### config.mk
export PLATFORM = sky130hd
export DESIGN_NAME = gate_request_queue_flat
export DESIGN_NICKNAME = d
export VERILOG_FILES = /design/src/rtl/gate_request_queue_if.sv /design/src/rtl/gate_request_queue.sv /design/src/flat_wrapper.sv
export SDC_FILE = /design/constraint.sdc
export NUM_CORES = 1
export LEC_CHECK = 0
export CAP_MARGIN = 40
export CORE_ASPECT_RATIO = 1.25
export CORE_MARGIN = 10
export CORE_UTILIZATION = 40
export DETAILED_ROUTE_END_ITERATION = 8
export GPL_ROUTABILITY_DRIVEN = 0
export SLEW_MARGIN = 0
export SYNTH_ARGS = -nofsm -noshare
export SYNTH_HDL_FRONTEND = slang
export SYNTH_SLANG_ARGS = --single-unit
### constraint.sdc
create_clock -name clock -period 7.27 [get_ports clock]
set_clock_uncertainty 0.15 [all_clocks]
set_input_delay 1.8175 -clock clock [delete_from_list [all_inputs] [get_ports clock]]
set_output_delay 1.8175 -clock clock [all_outputs]
set_load 0.02 [all_outputs]
### src/rtl/gate_request_queue_if.sv
// Request/command bundle between the gate terminals, this queue and the
// parking controller. The slave modport is the queue's view of the bundle.
interface gate_request_queue_if #(
  parameter int DEPTH = 4
);
  localparam int CW = $clog2(DEPTH) + 1;

  // Gate terminal side
  logic [15:0]   req_plate;
  logic          req_in;
  logic          req_out;
  logic          leak_req;
  logic [2:0]    leak_floor_req;
  // Controller side
  logic          ctrl_busy;
  logic [15:0]   license_plate;
  logic          in_mode;
  logic          out_mode;
  logic          leakage;
  logic [2:0]    leakage_floor;
  // Queue status
  logic [CW-1:0] count;
  logic          full;
  logic          empty;
  logic          overflow;
  logic          reject;

  modport slave (
    input  req_plate, req_in, req_out, leak_req, leak_floor_req, ctrl_busy,
    output license_plate, in_mode, out_mode, leakage, leakage_floor,
           count, full, empty, overflow, reject
  );

  modport master (
    output req_plate, req_in, req_out, leak_req, leak_floor_req, ctrl_busy,
    input  license_plate, in_mode, out_mode, leakage, leakage_floor,
           count, full, empty, overflow, reject
  );
endinterface

### src/rtl/gate_request_queue.sv
// Gate request queue: validates entry/exit requests, buffers them in a small
// FIFO and issues them one at a time to the parking controller while it is
// idle. Leakage alarms are registered straight through and hold off issue.
module gate_request_queue #(
  parameter int DEPTH   = 4,
  parameter int HOLDOFF = 2
) (
  input  logic clock,
  input  logic reset,
  gate_request_queue_if.slave bus
);
  localparam int AW = $clog2(DEPTH);
  localparam int CW = AW + 1;
  localparam int HW = $clog2(HOLDOFF) + 1;

  localparam logic [1:0] S_IDLE  = 2'd0;
  localparam logic [1:0] S_ISSUE = 2'd1;
  localparam logic [1:0] S_HOLD  = 2'd2;

  logic [16:0]   mem [DEPTH];
  logic [AW-1:0] wr_ptr, rd_ptr;
  logic [CW-1:0] cnt_q, cnt_next;
  logic          full_q, empty_q, overflow_q, reject_q;
  logic [1:0]    state;
  logic [HW-1:0] hold_cnt;
  logic [15:0]   plate_q;
  logic          in_mode_q, out_mode_q;
  logic          leak_q;
  logic [2:0]    floor_q;

  logic          digits_ok, valid, malformed, push, pop;
  logic [16:0]   head;

  assign head = mem[rd_ptr];

  // Classify the incoming request and decide this cycle's push/pop.
  // NOTE: every always_comb output gets a default first so no path leaves it unassigned (no latch).
  always_comb begin
    digits_ok = 1'b1;
    for (int i = 0; i < 4; i++) begin
      if (bus.req_plate[4*i +: 4] > 4'd9) digits_ok = 1'b0;
    end
    valid     = (bus.req_in ^ bus.req_out) && digits_ok;
    malformed = (bus.req_in && bus.req_out) ||
                ((bus.req_in || bus.req_out) && !digits_ok);
    pop       = (state == S_IDLE) && !empty_q && !bus.ctrl_busy && !bus.leak_req;
    // A full FIFO still accepts when the head leaves on the same edge.
    push      = valid && (!full_q || pop);
    cnt_next  = cnt_q + CW'(push) - CW'(pop);
  end

  // Storage array: written on accepted pushes only.
  // NOTE: the data array has no reset; pointers and count alone define which entries are live.
  always_ff @(posedge clock) begin
    if (push) mem[wr_ptr] <= {bus.req_in, bus.req_plate};
  end

  // Pointers, occupancy and the one-cycle error pulses.
  // NOTE: sequential state uses non-blocking assignments so every flop samples pre-edge values.
  always_ff @(posedge clock or negedge reset) begin
    if (!reset) begin
      wr_ptr     <= '0;
      rd_ptr     <= '0;
      cnt_q      <= '0;
      full_q     <= 1'b0;
      empty_q    <= 1'b1;
      overflow_q <= 1'b0;
      reject_q   <= 1'b0;
    end else begin
      if (push) wr_ptr <= wr_ptr + AW'(1);
      if (pop)  rd_ptr <= rd_ptr + AW'(1);
      cnt_q      <= cnt_next;
      full_q     <= (cnt_next == CW'(DEPTH));
      empty_q    <= (cnt_next == '0);
      overflow_q <= valid && !push;
      reject_q   <= malformed;
    end
  end

  // Issue sequencer: one-cycle command pulse, then hold until the controller settles.
  always_ff @(posedge clock or negedge reset) begin
    if (!reset) begin
      state      <= S_IDLE;
      hold_cnt   <= '0;
      plate_q    <= '0;
      in_mode_q  <= 1'b0;
      out_mode_q <= 1'b0;
    end else begin
      case (state)
        S_IDLE: begin
          if (pop) begin
            state      <= S_ISSUE;
            plate_q    <= head[15:0];
            in_mode_q  <= head[16];
            out_mode_q <= !head[16];
          end
        end
        S_ISSUE: begin
          state      <= S_HOLD;
          hold_cnt   <= HW'(HOLDOFF - 1);
          in_mode_q  <= 1'b0;
          out_mode_q <= 1'b0;
        end
        S_HOLD: begin
          if (hold_cnt == '0) begin
            if (!bus.ctrl_busy) begin
              state   <= S_IDLE;
              plate_q <= '0;
            end
          end else begin
            hold_cnt <= hold_cnt - HW'(1);
          end
        end
        default: begin
          state      <= S_IDLE;
          plate_q    <= '0;
          in_mode_q  <= 1'b0;
          out_mode_q <= 1'b0;
        end
      endcase
    end
  end

  // Leakage alarm bypass: one-cycle registered copy, floor forced to 0 when quiet.
  always_ff @(posedge clock or negedge reset) begin
    if (!reset) begin
      leak_q  <= 1'b0;
      floor_q <= '0;
    end else begin
      leak_q  <= bus.leak_req;
      floor_q <= bus.leak_req ? bus.leak_floor_req : 3'd0;
    end
  end

  assign bus.license_plate = plate_q;
  assign bus.in_mode       = in_mode_q;
  assign bus.out_mode      = out_mode_q;
  assign bus.leakage       = leak_q;
  assign bus.leakage_floor = floor_q;
  assign bus.count         = cnt_q;
  assign bus.full          = full_q;
  assign bus.empty         = empty_q;
  assign bus.overflow      = overflow_q;
  assign bus.reject        = reject_q;
endmodule

### src/flat_wrapper.sv
// flat-port wrapper written by rule: the top's interface ports become plain ports
module gate_request_queue_flat 
#(
  parameter int DEPTH   = 4,
  parameter int HOLDOFF = 2
)
  (clock, reset, bus_req_plate, bus_req_in, bus_req_out, bus_leak_req, bus_leak_floor_req, bus_ctrl_busy, bus_license_plate, bus_in_mode, bus_out_mode, bus_leakage, bus_leakage_floor, bus_count, bus_full, bus_empty, bus_overflow, bus_reject);
  gate_request_queue_if #(.DEPTH(DEPTH)) bus_i ();
  input  logic clock;
  input  logic reset;
  input wire logic [$bits(bus_i.req_plate)-1:0] bus_req_plate;
  input wire logic [$bits(bus_i.req_in)-1:0] bus_req_in;
  input wire logic [$bits(bus_i.req_out)-1:0] bus_req_out;
  input wire logic [$bits(bus_i.leak_req)-1:0] bus_leak_req;
  input wire logic [$bits(bus_i.leak_floor_req)-1:0] bus_leak_floor_req;
  input wire logic [$bits(bus_i.ctrl_busy)-1:0] bus_ctrl_busy;
  output wire logic [$bits(bus_i.license_plate)-1:0] bus_license_plate;
  output wire logic [$bits(bus_i.in_mode)-1:0] bus_in_mode;
  output wire logic [$bits(bus_i.out_mode)-1:0] bus_out_mode;
  output wire logic [$bits(bus_i.leakage)-1:0] bus_leakage;
  output wire logic [$bits(bus_i.leakage_floor)-1:0] bus_leakage_floor;
  output wire logic [$bits(bus_i.count)-1:0] bus_count;
  output wire logic [$bits(bus_i.full)-1:0] bus_full;
  output wire logic [$bits(bus_i.empty)-1:0] bus_empty;
  output wire logic [$bits(bus_i.overflow)-1:0] bus_overflow;
  output wire logic [$bits(bus_i.reject)-1:0] bus_reject;
  assign bus_i.req_plate = bus_req_plate;
  assign bus_i.req_in = bus_req_in;
  assign bus_i.req_out = bus_req_out;
  assign bus_i.leak_req = bus_leak_req;
  assign bus_i.leak_floor_req = bus_leak_floor_req;
  assign bus_i.ctrl_busy = bus_ctrl_busy;
  assign bus_license_plate = bus_i.license_plate;
  assign bus_in_mode = bus_i.in_mode;
  assign bus_out_mode = bus_i.out_mode;
  assign bus_leakage = bus_i.leakage;
  assign bus_leakage_floor = bus_i.leakage_floor;
  assign bus_count = bus_i.count;
  assign bus_full = bus_i.full;
  assign bus_empty = bus_i.empty;
  assign bus_overflow = bus_i.overflow;
  assign bus_reject = bus_i.reject;
  gate_request_queue #(.DEPTH(DEPTH), .HOLDOFF(HOLDOFF)) u_core (.clock(clock), .reset(reset), .bus(bus_i));
endmodule
==> flow_summary.yaml, run 1 <==
outcome:
  status: "completed"
run:
  max-cap-violations: 0
worst_setup_path:
  worstPathArrival_ns: 4.85
  r2r_cells: 9
  worstSetupPathType: "input port to flip-flop"
  end_kind: "flip-flop"
  required_ns: 7.38
  crit_fanout: 20
  start_kind: "input port"
detailed_routing:
  num_vias: 2050
  avgViaCountPerCell: 5.04
  route.detailed.drc: 0
  antenna_left: 0
  wire_per_inst_um: 18.9
  firstDrtPassIters: 4
  drt_iter0_markers: 41
  wirelength_um: 7710
sta:
  setup_ws_ns: 2.53
  drv_slew: 0
  final.period_utilization_pct: 65.2
  rsz0062_at_grt: "no"
  clock.fmax_ghz: 0.211
  setup_viol: 0
  post-route-min-period_ns: 4.74
  finalHoldViolCount: 0
  tns_ns: 0
  worst_pin_slew_ns: 0.868
  slew_headroom_pct: 42.2
yosys:
  ys_ff_latch: 105
  syn-cell-area_um2: 4030
  yosys_warnings: 0
  syn-num-nets: 251
  yosysTopAreaCellShare_pct: 50.7
  synthTopCellsByArea: "edfxtp_1, dfrtp_1, mux4_2"
  synth_largest_area_cell: "edfxtp_1"
  synth_commonest_cells: "edfxtp_1, dfrtp_1, mux4_2"
  synth_enable_flop_cells: 68
  ys_seq_area_share_pct: 73.7
  synth.most_common_cell: "edfxtp_1"
  async_flop_share_pct: 35.2
  syn_inst: 216
  yosys.cell_types.count: 34
  synthesis.area_per_instance_um2: 18.7
  synth-main-ff-cell: "edfxtp_1"
clocking:
  insertion_delay_ns: 0.34
  cts_buffer_depth: 2
  cts-buffers-inserted: 9
  cts.hold.buffers_added: 0
  post_cts_buffers: 0
  cts-root-buf: "clkbuf_16"
  cts_sinks: 105
  cts_repair_resize_count: 0
  clk_pin_slew_ns: 0.07
  cts_tree: "done"
  htree_levels: 3
floorplanning:
  die-area_um2: 14500
  die_h_um: 132
  start_util_pct: 41.5
  die_w_um: 110
  row_count: 40
  io_pins: 54
  core_um2: 9710
layout:
  final_nets: 311
  ff_latch_area_um2: 2970
  drive_above_1_share_pct: 14.6
  diodes: 0
  multi_input_area_um2: 941
  num-fill-cells: 815
  synthToLayoutAreaGrowth_pct: 24.2
grt:
  grt_use_total_pct: 11.2
  grt_overflow: 0
  antenna_found_initial: 0
  grt_first_pass_wirelength_um: 12400
  grt_max_degree: 23
  grt_pass1_vias: 2265
worst_hold_path:
  min_path_cells: 1
  worst_hold_path_type: "flip-flop to flip-flop"
placement:
  dp_slack_ns: 2.14
  io_buffer_count: 53
  place_hpwl_um: 5430
power:
  ir_drop_mv: 0.158
  p_leak_nw: 1.85
  power_density_nw_per_um2: 355
power by group:
| group | internal (mW) | switching, mW |
|---|---|---|
| clock | 0.232 | 0.211 |
| combinational | 0.284 | 0.250 |
| sequential | 0.727 | 0.0755 |
routing by layer:
| layer | routed length, um | global-route usage, % | part of all wire [%] | up-vias |
|---|---|---|---|---|
| met3 | 437 | 3.08 | 5.7 | 10 |
| met2 | 3860 | 18.0 | 50 | 48 |
| li1 | - | - | - | 948 |
| met4 | 127 | 4.20 | 1.6 | 0 |
| met1 | 3290 | 13.9 | 43 | 1044 |
| met5 | 0 | 0 | 0 | - |
worst max-delay path: stages:
cell             delay (ns)
clkdlybuf4s50_1        0.46
or4_1                  0.68
nor2_4                 0.51
ha_1                   0.21
inv_1                  0.04
ha_1                   0.20
fa_1                   0.37
xnor2_1                0.15
xnor2_1                0.21
nor3b_1                0.20
state kept, by name, indices dropped and copies added, names as in the netlist:
name / flops
u_core.bus.count: 3
u_core.bus.empty: 1
u_core.bus.full: 1
u_core.bus.in_mode: 1
u_core.bus.leakage: 1
u_core.bus.leakage_floor: 3
u_core.bus.license_plate: 16
u_core.bus.out_mode: 1
u_core.bus.overflow: 1
u_core.bus.reject: 1
u_core.hold_cnt: 2
u_core.mem: 68
u_core.rd_ptr: 2
u_core.state: 2
u_core.wr_ptr: 2
worst paths after layout:
| kind | end | slack (ns) | from |
|---|---|---|---|
| max in group asynchronous | u_core.bus.empty | 5.18 | reset |
| setup / recovery | u_core.bus.full | 2.53 | bus_leak_req |
| hold / removal | u_core.bus.license_plate[7] | 0.36 | u_core.bus.license_plate[7] |
| min in group asynchronous | u_core.bus.license_plate[3] | 1.26 | reset |
| hold reg to reg | u_core.bus.license_plate[7] | 0.36 | u_core.bus.license_plate[7] |
| setup reg to reg | u_core.bus.full | 3.99 | u_core.state[1] |
area by class of cell:
| cell class | instances | share of cell area (%) |
|---|---|---|
| Clock buffer | 9 | 4.50 |
| Clock inverter | 7 | 0.925 |
| Inverter | 14 | 1.05 |
| Multi-Input combinational cell | 87 | 18.8 |
| Sequential cell | 105 | 59.3 |
| Tap cell | 126 | 3.15 |
| Timing Repair Buffer | 59 | 12.2 |
cell families (layout without fill, tap and decap cells):
family          Yosys count  in the layout  synth area share, %
flops                   105            105                 73.7
compound gates           32             32                 6.02
buf+inv                  24             89                 2.98
simple gates             22             22                 3.20
mux                      18             18                 9.75
fa+ha+maj                10             10                 3.29
xor+xnor                  5              5                 1.09
stage by stage:
stage / hold WS (ns) / utilization, % / instances / area (um2) / total power [mW]
finish: 0.362 / 51.5 / 407 / 5000 / 1.78
global route: 0.379 / 51.5 / 407 / 5000 / 1.88
CTS: 0.361 / 51.5 / 407 / 5000 / 1.81
detailed placement: 0.346 / 48.8 / 391 / 4730 / 1.36
global placement: 0.346 / 47.9 / 386 / 4650 / 1.34
floorplan: 0.355 / - / 216 / 4030 / 1.15
cells in the final DEF, fill, tap and decap left out, drive strengths merged, types with 2 or more instances in the layout:
master and n:
o21ai 7, xnor2 4, inv 15, buf 7, o22ai 2, dfrtp 36
mux4 17, edfxtp 68, nor2b 2, nand2 3, nor2 5, a22o 16
clkinv 6, and2 7, clkdlybuf4s50 52, clkbuf 9, ha 9, a21oi 3
Note: power is estimated with default switching activity, not from simulation.
==> run 2, diff against run 1 <==
clock period = 4.8 ns   (was 7.27 ns; I/O delays follow)
==> run 2 against run 1 <==
Against the previous run: utilization hardly changed; largest cell class unchanged; critical endpoint unchanged; global-route usage is 0.19 points higher; final cell count is 0.74% higher; routed wire length is 1.9% higher; sequential power is 50% higher; critical path depth stayed put.
==> flow_summary.yaml, run 2 (synthesis gave the netlist of run 1 again) <==
worst_setup_path:
  worstPathArrival_ns: 3.80
  start_kind: "input port"
  cpMaxStageDelayCell: "or4_1"
  worstSetupPathType: "input port to flip-flop"
  crit_fanout: 6
  cpPeakStageDelay_ns: 0.68
  crit_chain: "clkdlybuf4s50_1 > or4_1 > nor2_4 > ha_1 > inv_1 > ha_1 > fa_1 > xnor2_1 > xnor2_1 > nor3b_1"
  required_ns: 4.90
  end_kind: "flip-flop"
floorplanning:
  die_w_um: 110
  core_um2: 9710
  start_util_pct: 41.5
  row_count: 40
  die_h_um: 132
  io_pins: 54
  die-area_um2: 14500
worst_hold_path:
  worst_hold_path_type: "flip-flop to flip-flop"
sta:
  clock.fmax_ghz: 0.271
  worst_pin_slew_ns: 0.361
  slew_headroom_pct: 76.0
  rsz0062_at_grt: "no"
  tns_ns: 0
  drv_slew: 0
  final.period_utilization_pct: 77.0
  post-route-min-period_ns: 3.69
  finalHoldViolCount: 0
  whs_ns: 0.359
  setup_viol: 0
layout:
  final_util_pct: 51.5
  diodes: 0
  largest_register: "u_core.mem"
  synthToLayoutAreaGrowth_pct: 24.1
  layout_commonest_cell: "edfxtp_1"
  drive_above_1_share_pct: 15.8
  largest_reg_flops: 68
  fin_area_um2: 5000
  final_nets: 314
  layout_common_cells: "edfxtp_1, clkdlybuf4s50_1, dfrtp_1"
power:
  power_density_nw_per_um2: 537
  power_mw: 2.69
  ir_drop_mv: 0.256
  p_leak_nw: 1.85
detailed_routing:
  route.detailed.drc: 0
  wire_per_inst_um: 19.1
  firstDrtPassIters: 4
  drt_iter0_markers: 70
  wl_met1_um: 3330
  num_vias: 2073
  wirelength_um: 7850
  highest_layer: "met4"
  met2_length_um: 4000
  antenna_left: 0
  wl_met3_um: 385
  avgViaCountPerCell: 5.06
grt:
  grt_first_pass_wirelength_um: 12400
  grt_max_degree: 35
  grt_overflow: 0
  grt_use_total_pct: 11.4
  antenna_found_initial: 0
  grt_pass1_vias: 2289
placement:
  io_buffer_count: 53
  place_hpwl_um: 5220
  placed_area_um2: 4740
clocking:
  post_cts_buffers: 0
  htree_levels: 3
  cts-buffers-inserted: 9
  cts-root-buf: "clkbuf_16"
  insertion_delay_ns: 0.34
  clk_pin_slew_ns: 0.06
  cts.hold.buffers_added: 0
  cts_repair_resize_count: 0
  cts_tree: "done"
  cts_buffer_depth: 2
  cts_sinks: 105
outcome:
  status: "completed"
run:
  max-cap-violations: 0
## run 2: cell types whose count changed in the layout (fill, tap and decap cells not counted), moves of 2 or more
cell,before,now
clkinv_4,3,0
clkinvlp_4,0,3
clkbuf_1,0,2
buf_4,1,6
clkinv_2,0,2
clkinv_1,3,0
## run 2: path summary, 6_finish.rpt
path / from / end / slack (ns) / cells past startpoint
max: bus_leak_req / u_core.bus.full / 1.11 / 10
min: u_core.bus.license_plate[5] / u_core.bus.license_plate[5] / 0.36 / 1
max reg2reg: u_core.state[1] / u_core.bus.full / 1.94 / 9
min reg2reg: u_core.bus.license_plate[5] / u_core.bus.license_plate[5] / 0.36 / 1
max in group asynchronous: reset / u_core.bus.empty / 3.49 / 2
min in group asynchronous: reset / u_core.bus.license_plate[4] / 0.53 / 1
## run 2: layer usage
| layer | global-route usage, % | up-vias |
|---|---|---|
| met5 | 0 | - |
| met4 | 5.43 | 0 |
| met3 | 2.69 | 9 |
| met2 | 18.7 | 47 |
| met1 | 13.5 | 1068 |
| li1 | - | 949 |
## run 2: final cells by class
cell class	instances	area, um2
multi-input combinational	87	941
sequential	105	2970
fill	822	4710
clock buffer	11	233
timing repair buffer	62	617
inverter	14	52.6
clock inverter	5	32.5
tap	126	158
## run 2: worst max-delay path, delay by kind of cell
family | cells | cell delay (ns)
AND/OR/NAND/NOR | 3 | 1.04
buffers and inverters | 2 | 0.49
XOR/XNOR | 2 | 0.37
adder cells (fa/ha/maj) | 3 | 0.69
## run 2: where the power goes
| part | internal, mW | switching (mW) |
|---|---|---|
| combinational | 0.443 | 0.394 |
| clock | 0.350 | 0.300 |
| sequential | 1.10 | 0.0999 |
| total | 1.89 | 0.794 |
## run 2: metrics by stage
step	worst slack (ns)	std cells
after floorplan	1.14	216
after global placement	0.840	391
after detailed placement	0.765	394
after CTS	1.11	410
after global routing	0.882	410
final	1.11	410
==> run 3, diff against run 2 <==
clock period = 3.4 ns   (was 4.8 ns; I/O delays follow)
==> run 3 against run 2 <==
Against the previous run: non-clock buffer count is 9 higher; hold slack worse by 0.063 ns; first-iteration DRC count is 19% lower; largest power group unchanged; sequential power is 43% higher; cell area is 2.7% higher; critical path depth stayed put; largest cell class unchanged; die area stayed put.
==> flow_summary.yaml, run 3 (synthesis gave the netlist of run 1 again) <==
clocking:
  cts.hold.buffers_added: 0
  cts_tree: "done"
  cts_repair_resize_count: 0
  clk_pin_slew_ns: 0.06
  cts-buffers-inserted: 9
  post_cts_buffers: 0
  htree_levels: 3
  cts_buffer_depth: 2
  insertion_delay_ns: 0.34
  cts_sinks: 105
  cts-root-buf: "clkbuf_16"
detailed_routing:
  route.detailed.drc: 0
  wire_per_inst_um: 18.5
  drt_iter0_markers: 57
  firstDrtPassIters: 4
  wirelength_um: 7730
  avgViaCountPerCell: 5.01
  antenna_left: 0
  num_vias: 2099
sta:
  slew_headroom_pct: 43.7
  worst_pin_slew_ns: 0.844
  final.period_utilization_pct: 94.0
  tns_ns: 0
  rsz0062_at_grt: "no"
  clock.fmax_ghz: 0.313
  setup_viol: 0
  post-route-min-period_ns: 3.20
  finalHoldViolCount: 0
  whs_ns: 0.296
  drv_slew: 0
grt:
  grt_first_pass_wirelength_um: 12100
  grt_max_degree: 22
  antenna_found_initial: 0
  grt_use_total_pct: 11.1
  grt_pass1_vias: 2241
  grt_overflow: 0
worst_setup_path:
  cp_top_family: "simple AND/OR/NAND/NOR gates"
  cpMaxStageDelayCell: "or4_1"
  required_ns: 3.51
  crit_chain: "clkdlybuf4s50_1 > or4_1 > nor2_4 > ha_1 > inv_1 > ha_1 > fa_1 > xnor2_1 > xnor2_1 > nor3b_1"
  cpPeakStageDelay_ns: 0.58
  critPathBufInv: 2
  start_kind: "input port"
  worstPathArrival_ns: 3.30
  end_kind: "flip-flop"
  crit_fanout: 3
  worstSetupPathType: "input port to flip-flop"
floorplanning:
  io_pins: 54
  die_w_um: 110
  die-area_um2: 14500
  row_count: 40
  start_util_pct: 41.5
  core_um2: 9710
  die_h_um: 132
layout:
  final_nets: 323
  largest_reg_flops: 68
  drive_above_1_share_pct: 18.1
  multi_input_area_um2: 941
  diodes: 0
  layout_commonest_cell: "edfxtp_1"
  ff_latch_area_um2: 2970
  num-fill-cells: 802
  final_util_pct: 52.9
  largest_register: "u_core.mem"
  layout_common_cells: "edfxtp_1, clkdlybuf4s50_1, dfrtp_1"
  synthToLayoutAreaGrowth_pct: 27.5
  fin_area_um2: 5140
power:
  p_leak_nw: 1.92
  power_density_nw_per_um2: 755
  power_mw: 3.88
  ir_drop_mv: 0.423
placement:
  io_buffer_count: 53
  place_hpwl_um: 5180
  placed_area_um2: 4850
outcome:
  status: "completed"
worst_hold_path:
  worst_hold_path_type: "input port to async pin"
run:
  max-cap-violations: 0
## run 3: changes by cell type in the layout (fill, tap and decap cells not counted), sizes merged
cell      delta
buf          +9
clkinvlp     -2
bufinv       +1
clkbuf       +1
## run 3: area by class of cell
class                           instances  share of cell area, %
Clock buffer                           12                   4.60
Tap cell                              126                   3.07
Timing Repair Buffer                   71                   14.3
Inverter                               14                   1.02
Sequential cell                       105                   57.8
Clock inverter                          4                  0.925
Multi-Input combinational cell         87                   18.3
## run 3: metrics by stage
step | worst slack, ns | instances
2_1_floorplan | 0.0939 | 216
3_3_place_gp | -0.0648 | 401
3_5_place_dp | -0.143 | 403
4_1_cts | 0.227 | 419
5_1_grt | 0.0790 | 419
6_report | 0.204 | 419
## run 3: path summary, 6_finish.rpt
path                                                   from                      endpoint  slack [ns]  cells after the start
worst max-delay path                           bus_leak_req               u_core.bus.full        0.20                     10
worst min-delay path                                  reset  u_core.bus.license_plate[14]        0.30                      1
worst max register to register              u_core.state[1]               u_core.bus.full        0.63                      9
worst min register to register  u_core.bus.license_plate[2]   u_core.bus.license_plate[2]        0.36                      1
max in group asynchronous                             reset              u_core.bus.empty        2.26                      2
min in group clock              u_core.bus.license_plate[2]   u_core.bus.license_plate[2]        0.36                      1
## run 3: power breakdown
group | switching [mW] | total [mW] | internal (mW)
Combinational | 0.527 | 1.16 | 0.630
Sequential | 0.170 | 1.72 | 1.55
Clock | 0.427 | 0.995 | 0.569
Total | 1.12 | 3.88 | 2.75
## run 3: metal layers
metal	share of wire (%)	global-route usage [%]	vias up	wire length (um)
met4	2.1	5.65	0	163
met3	6.4	2.69	13	496
met5	0	0	-	0
met2	51	18.0	61	3940
li1	-	-	973	-
met1	40	13.1	1052	3130
